File: src/rtl/truth_table_sweeper.sv
// Self-checking exhaustive sweep of a small combinational function:
// drives every input code, samples the response and scores it against a truth table.
module truth_table_sweeper #(
    parameter int                   N_IN        = 3,
    parameter int                   SETTLE      = 2,
    parameter logic [(1<<N_IN)-1:0] EXPECT_MASK = 8'h45
) (
    input  logic                   clk,
    input  logic                   rst_n,
    input  logic                   start,
    input  logic                   abort,
    input  logic                   f_in,
    output logic [N_IN-1:0]        stim,
    output logic                   busy,
    output logic                   done,
    output logic                   pass,
    output logic [(1<<N_IN)-1:0]   resp_mask,
    output logic [N_IN:0]          fail_count,
    output logic [N_IN-1:0]        first_fail
);

    localparam int              SW       = (SETTLE > 1) ? $clog2(SETTLE) : 1;
    localparam logic [N_IN-1:0] LAST_IDX = N_IN'((1 << N_IN) - 1);
    localparam logic [N_IN-1:0] IDX_ONE  = N_IN'(1);
    localparam logic [SW-1:0]   SET_LAST = SW'(SETTLE - 1);
    localparam logic [SW-1:0]   SET_ONE  = SW'(1);
    localparam logic [N_IN:0]   CNT_ONE  = (N_IN+1)'(1);

    typedef enum logic [1:0] {
        IDLE,
        APPLY,
        SAMPLE,
        FINISH
    } state_t;

    state_t          state;
    logic [N_IN-1:0] idx;
    logic [SW-1:0]   settle_cnt;
    logic            f_smp;

    always_ff @(posedge clk or negedge rst_n) begin
        if (!rst_n) begin
            state      <= IDLE;
            idx        <= '0;
            settle_cnt <= '0;
            f_smp      <= 1'b0;
            stim       <= '0;
            busy       <= 1'b0;
            done       <= 1'b0;
            pass       <= 1'b0;
            resp_mask  <= '0;
            fail_count <= '0;
            first_fail <= '0;
        end else begin
            done <= 1'b0;
            unique case (state)
                IDLE: begin
                    if (start) begin
                        idx        <= '0;
                        stim       <= '0;
                        settle_cnt <= '0;
                        resp_mask  <= '0;
                        fail_count <= '0;
                        first_fail <= '0;
                        pass       <= 1'b0;
                        busy       <= 1'b1;
                        state      <= APPLY;
                    end
                end
                APPLY: begin
                    settle_cnt <= settle_cnt + SET_ONE;
                    if (abort) begin
                        busy  <= 1'b0;
                        pass  <= 1'b0;
                        state <= IDLE;
                    end else if (settle_cnt == SET_LAST) begin
                        // Capture exactly SETTLE cycles after stim changed.
                        f_smp <= f_in;
                        state <= SAMPLE;
                    end
                end
                SAMPLE: begin
                    resp_mask[idx] <= f_smp;
                    if (f_smp != EXPECT_MASK[idx]) begin
                        fail_count <= fail_count + CNT_ONE;
                        if (fail_count == '0) begin
                            first_fail <= idx;
                        end
                    end
                    if (abort) begin
                        busy  <= 1'b0;
                        pass  <= 1'b0;
                        state <= IDLE;
                    end else if (idx == LAST_IDX) begin
                        state <= FINISH;
                    end else begin
                        idx        <= idx + IDX_ONE;
                        stim       <= idx + IDX_ONE;
                        settle_cnt <= '0;
                        state      <= APPLY;
                    end
                end
                FINISH: begin
                    done  <= 1'b1;
                    pass  <= (fail_count == '0);
                    busy  <= 1'b0;
                    state <= IDLE;
                end
                default: state <= IDLE;
            endcase
        end
    end

endmodule

File: config.mk
export PLATFORM = sky130hd
export DESIGN_NAME = truth_table_sweeper
export DESIGN_NICKNAME = d
export VERILOG_FILES = /design/src/rtl/truth_table_sweeper.sv
export SDC_FILE = /design/constraint.sdc
export NUM_CORES = 1
export LEC_CHECK = 0
export CAP_MARGIN = 25
export CORE_ASPECT_RATIO = 0.9
export CORE_MARGIN = 2
export CORE_UTILIZATION = 45
export CTS_BUF_LIST = sky130_fd_sc_hd__clkbuf_16
export DETAILED_ROUTE_END_ITERATION = 16
export HOLD_SLACK_MARGIN = 0.12
export PLACE_DENSITY = 0.73
export SYNTH_ARGS = -nofsm -noshare
export SYNTH_HDL_FRONTEND = slang
export SYNTH_SLANG_ARGS = --single-unit
File: constraint.sdc
create_clock -name clk -period 1.9 [get_ports clk]
set_clock_uncertainty 0.2 [all_clocks]
set_input_delay 0.38 -clock clk [delete_from_list [all_inputs] [get_ports clk]]
set_output_delay 0.38 -clock clk [all_outputs]
set_load 0.1 [all_outputs]
* Word-level counts from Yosys, hierarchy flattened *
Memory sizes are Yosys's and may differ from the RTL's.
Index checks and enable logic that the tools add are counted.

storage, ports and cells
  register bits after elaboration = 25
  latch bits = 0
  RAM bits = 0
  bits in read-only memories = 8
  bits of input ports = 5
  output and inout bits = 21
  word-level logic and storage cells = 74
  memories = 1

operators by class
  add/sub/neg operators = 3
  $mul = 0
  div/mod/pow operators = 0
  $lt $le $gt $ge = 2
  equal/unequal tests = 12
  shift operators = 0
  multiplexer cells = 31
  bitwise logic cells = 1
  reduce and logical (&&, ||, !) cells = 14

memory list
  memory           words  width  read ports  clocked after memory_dff  wr ports  RTL line  RTL
  (no name shown)  8      1      1           0                         0         84        if (f_smp != EXPECT_MASK[idx]) begin

operator list
  kind                                                                                  count
  8-bit case mux with 2 select lines                                                    1
  3-bit 2-to-1 mux                                                                      5
  3-bit case mux with 2 select lines                                                    2
  4-bit AND reduction                                                                   3
  2-bit 2-to-1 mux                                                                      5
  2-bit != test (second input constant)                                                 5
  1-bit case mux with 3 select lines                                                    3
  8-bit bitwise mux                                                                     1
  1-bit 2-to-1 mux                                                                      8
  4-bit 2-to-1 mux                                                                      2
  8-bit 2-to-1 mux                                                                      1
  2-bit case mux with 4 select lines                                                    1
  4-bit case mux with 2 select lines                                                    1
  2-bit AND reduction                                                                   3
  3-bit AND reduction                                                                   2
  4-bit by 1-bit adder with 4-bit output (second input constant)                        1
  2-bit == test (second input constant)                                                 2
  4-bit logical NOT                                                                     1
  3-bit by 4-bit less-than comparator with 1-bit output (second input constant)         1
  3-bit by 1-bit adder with 3-bit output (second input constant)                        1
  1-bit demux with 3-bit select                                                         1
  3-bit == test (second input constant)                                                 1
  3-bit by 1-bit greater-or-equal comparator with 1-bit output (second input constant)  1
  3-bit != test (second input constant)                                                 1
  10 further kinds                                                                      10

* Longest topological paths before layout *
Gate-level depths: netlist of run 1.

  depth in word-level cells = 6
  depth in mapped cells = 9
  gate-level depth less buffers = 7

* Worst setup path after synthesis of run 1 *
Ideal clock, no wire load.

  path type = flip-flop to flip-flop
  start point = reg idx[0]
  end point = reg fail_count[2]
  arrival = 2345 ps
  data required time = 1573 ps
  slack = -772 ps
  cell stages (with the launch flop) = 10
  path buffers = 2
  cells stage by stage = dfrtp_1 -> buf_1 -> inv_1 -> ha_1 -> inv_1 -> a21oi_2 -> xor2_2 -> buf_4 -> a21oi_1 -> nand3b_1

on the way
  longest elaborated chain between the ends = 5

ends and longest elaborated chain
  element                                 RTL line  RTL
  start, declared                         37        logic [N_IN-1:0] idx;
  start signal, assigned                  97        idx <= idx + IDX_ONE;
  memory read 8 x 1 bit                   n/a
  1-bit 2-to-1 mux (not written as such)  84
  1-bit != test                           84
  2-bit != test (no line)                 n/a
  3-bit AND reduction (no line)           n/a
  end signal, assigned                    85        fail_count <= fail_count + CNT_ONE;
  end, declared                           18        output logic [N_IN:0] fail_count,

Every way passes these cells. The select of a mux whose other input is x is not followed.
A chain may end at the register's enable or synchronous reset.

* Final worst setup path of run 1 *
  start point = reg idx[0]
  end point = reg settle_cnt

on the way
  longest elaborated chain between the ends = 3

ends and longest elaborated chain
  element                        RTL line  RTL
  3-bit == test                  94        end else if (idx == LAST_IDX) begin
  2-bit != test (no line)        n/a
  4-bit AND reduction (no line)  n/a
  end signal, assigned           71        settle_cnt <= settle_cnt + SET_ONE;
  end, declared                  38        logic [SW-1:0] settle_cnt;

Every way passes these cells.

==> results of run 1 <==
## metrics by stage
stage / total power, mW / TNS [ns] / hold slack (ns) / cell area, um2
2_1_floorplan: 1.521 / -1.710 / -0.1156 / 1565
3_3_place_gp: 1.906 / -0.5086 / 0.3421 / 2197
3_5_place_dp: 1.954 / -1.280 / 0.3485 / 2197
4_1_cts: 2.493 / -0.02495 / 0.3070 / 2318
5_1_grt: 2.904 / -0.3160 / 0.3248 / 2437
6_report: 2.757 / -0.07474 / 0.2926 / 2437
## area by class of cell
| cell class | count | area (um2) | share of cell area [%] |
|---|---|---|---|
| Multi-Input combinational cell | 126 | 909.6 | 37.32 |
| Timing Repair Buffer | 59 | 726.9 | 29.83 |
| Sequential cell | 25 | 636.9 | 26.13 |
| Clock buffer | 3 | 75.07 | 3.080 |
| Tap cell | 42 | 52.55 | 2.156 |
| Inverter | 8 | 32.53 | 1.335 |
| Clock inverter | 1 | 3.754 | 0.1540 |
## what timing repair did
action / in CTS / in global routing
buffers inserted: 2 / 7
cloned: 0 / 1
gates resized for setup: 7 / 17
hold buffers: 0 / 0
pin swaps: 1 / 9
setup endpoints to repair: 7 / 17
## cells by family (layout without fill, tap and decap cells)
family / after synthesis / after routing / synth area share [%]
buf+inv: 19 / 71 / 5.216
flops: 25 / 25 / 41.39
compound gates: 49 / 49 / 21.28
fa+ha+maj: 9 / 9 / 7.450
mux: 5 / 5 / 3.477
simple gates: 62 / 62 / 20.12
xor+xnor: 1 / 1 / 1.076
## sequential cells by signal (all words and copies together) (netlist names)
signal	cells
idx	3
resp_mask	8
busy	1
fail_count	4
state	2
done	1
pass	1
settle_cnt	1
f_smp	1
first_fail	3
## Yosys cell counts, types with 2 or more instances
library cell	n	area, um2
a21oi_1	11	55.05
a22o_1	4	35.03
a31oi_1	2	12.51
buf_1	2	7.510
buf_2	3	15.01
clkbuf_1	5	18.77
dfrtp_1	25	625.6
ha_1	9	112.6
inv_1	7	26.28
mux2i_1	3	30.03
nand2_1	23	86.33
nand2b_1	3	18.77
nand3_1	5	25.02
nand3b_1	2	15.01
nand4_1	5	31.28
nor2_1	10	37.54
nor2b_1	4	25.02
nor3_1	4	20.02
o211ai_1	3	22.52
o21ai_0	6	30.03
o21ai_1	9	45.04
## layout by cell type (no fill, tap or decap), drive strengths merged, types with 2 or more instances in the layout
cell type and count:
nor2b 4, nand2b 3, nand3b 2, nor2 11, nor3 5, nand2 23, a31oi 2, nand3 5
ha 9, dfrtp 25, a211oi 2, inv 9, a22o 4, a21oi 12, nand4 5, clkdlybuf4s50 4
mux2i 3, clkbuf 3, mux2 2, o21ai 15, o211ai 3, buf 55
## critical path, cell delays in order, from the launching register on
cell and delay [ns]:
dfrtp_4 0.52, ha_4 0.18, ha_4 0.15, or2_4 0.25
a211oi_2 0.22, mux2_4 0.32
## final timing paths
kind,endpoint,cells past startpoint
worst max-delay path,settle_cnt,5
worst min-delay path,idx[0],2
worst max register to register,settle_cnt,5
worst min register to register,resp_mask[2],2
max in group asynchronous,idx[1],2
min in group clk,resp_mask[2],2
## per-layer routing
| layer | routed length (um) | track usage, % |
|---|---|---|
| met2 | 2175 | 37.85 |
| met4 | 49 | 9.821 |
| met1 | 1714 | 27.43 |
| met3 | 325 | 4.373 |
| met5 | 0 | 0 |
## power breakdown
part           internal, mW  switching, mW  total (mW)
clock network         0.281          0.180       0.461
logic                 0.705          0.896        1.60
registers             0.606         0.0880       0.694
==> out/qor.yml, run 1 <==
arrival_ns: 1.89
synthCells: 170
rsz0062_at_grt: "yes"
syn_nets: 184
synth_cell_types: 46
status: "finished with violations"
hold_viol: 0
row_count: 19
grt_max_degree: 26
crit_path_start_kind: "flip-flop"
synth-seq-cells: 25
r2r_start: "idx[0]"
area_growth_pct: 61.26
period_needed_ns: 1.946
drv_slew: 0
ant_nets: 0
maxCapViolCount: 0
fmax_mhz: 513.9
wire_per_inst_um: 16.16
diodes: 0
ys_async_sr_fraction_pct: 100.0
numCtsBuffers: 3
avgSynthCellArea_um2: 8.891
ios: 26
cts_sinks: 25
die_y_um: 58.98
drt_first_iter_violations: 67
required_ns: 1.84
dp_slack_ns: -0.1434
start_util_pct: 48.17
final_layout_size_suffix_gt1_share_pct: 40.09
synth_edf_count: 0
root_buffer: "clkbuf_16"
grt_antenna_before_repair: 0
vdd_drop_max_mv: 1.147
p_leak_nw: 1.054
die_w_um: 65.09
setup.worst_path.start: "idx[0]"
synth_top_flop_cell: "dfrtp_1"
fillers: 196
grt.total_usage_pct: 22.09
clk_pin_slew_ns: 0.06
grt_overflow_total: 0
hpwlAfterDp_mm: 2.825
die_area_um2: 3839
placed_cells: 250
via_per_inst: 5.780
power_density_nw_per_um2: 1131
synth_seq_area_share_pct: 41.39
crit_fanout: 5
finalNonFillerCells: 264
synth_warnings: 0
drc: 0
vias: 1526
gp_congestion: 0.8614
grt_pass1_wl_mm: 6.672
wl_mm: 4.265
final_nets: 237
hold_class: "in -> async"
cts_tree: "yes"
core_um2: 3138
io_buffers: 25
final-setup-viol-count: 2
period_share_pct: 102.4
cts_buffer_depth: 2
crit_type: "reg -> reg"
fin_util_pct: 77.67
grt_pass1_vias: 1433
clk_latency_ns: 0.26
worst_slew_pin_slew_ns: 0.3726
h-tree-depth: 1
setup_ws_ns: -0.04589
cp-end-kind: "flip-flop"
slew_headroom_pct: 75.03
violations: "setup timing"
reg2reg_slack_ns: -0.05
synth_area_um2: 1511
first_pass_iters: 4
Note: power is estimated with default switching activity, not from simulation.
==> run 2, diff against run 1 <==
--- a/config.mk
+++ b/config.mk
@@ -10,6 +10,7 @@
 export CORE_MARGIN = 2
 export CORE_UTILIZATION = 45
 export CTS_BUF_LIST = sky130_fd_sc_hd__clkbuf_16
+export CTS_CLUSTER_SIZE = 16
 export DETAILED_ROUTE_END_ITERATION = 16
 export HOLD_SLACK_MARGIN = 0.12
 export PLACE_DENSITY = 0.73
==> results of run 2 <==
No change in the layout: final DEF, timing and power equal those of run 1.
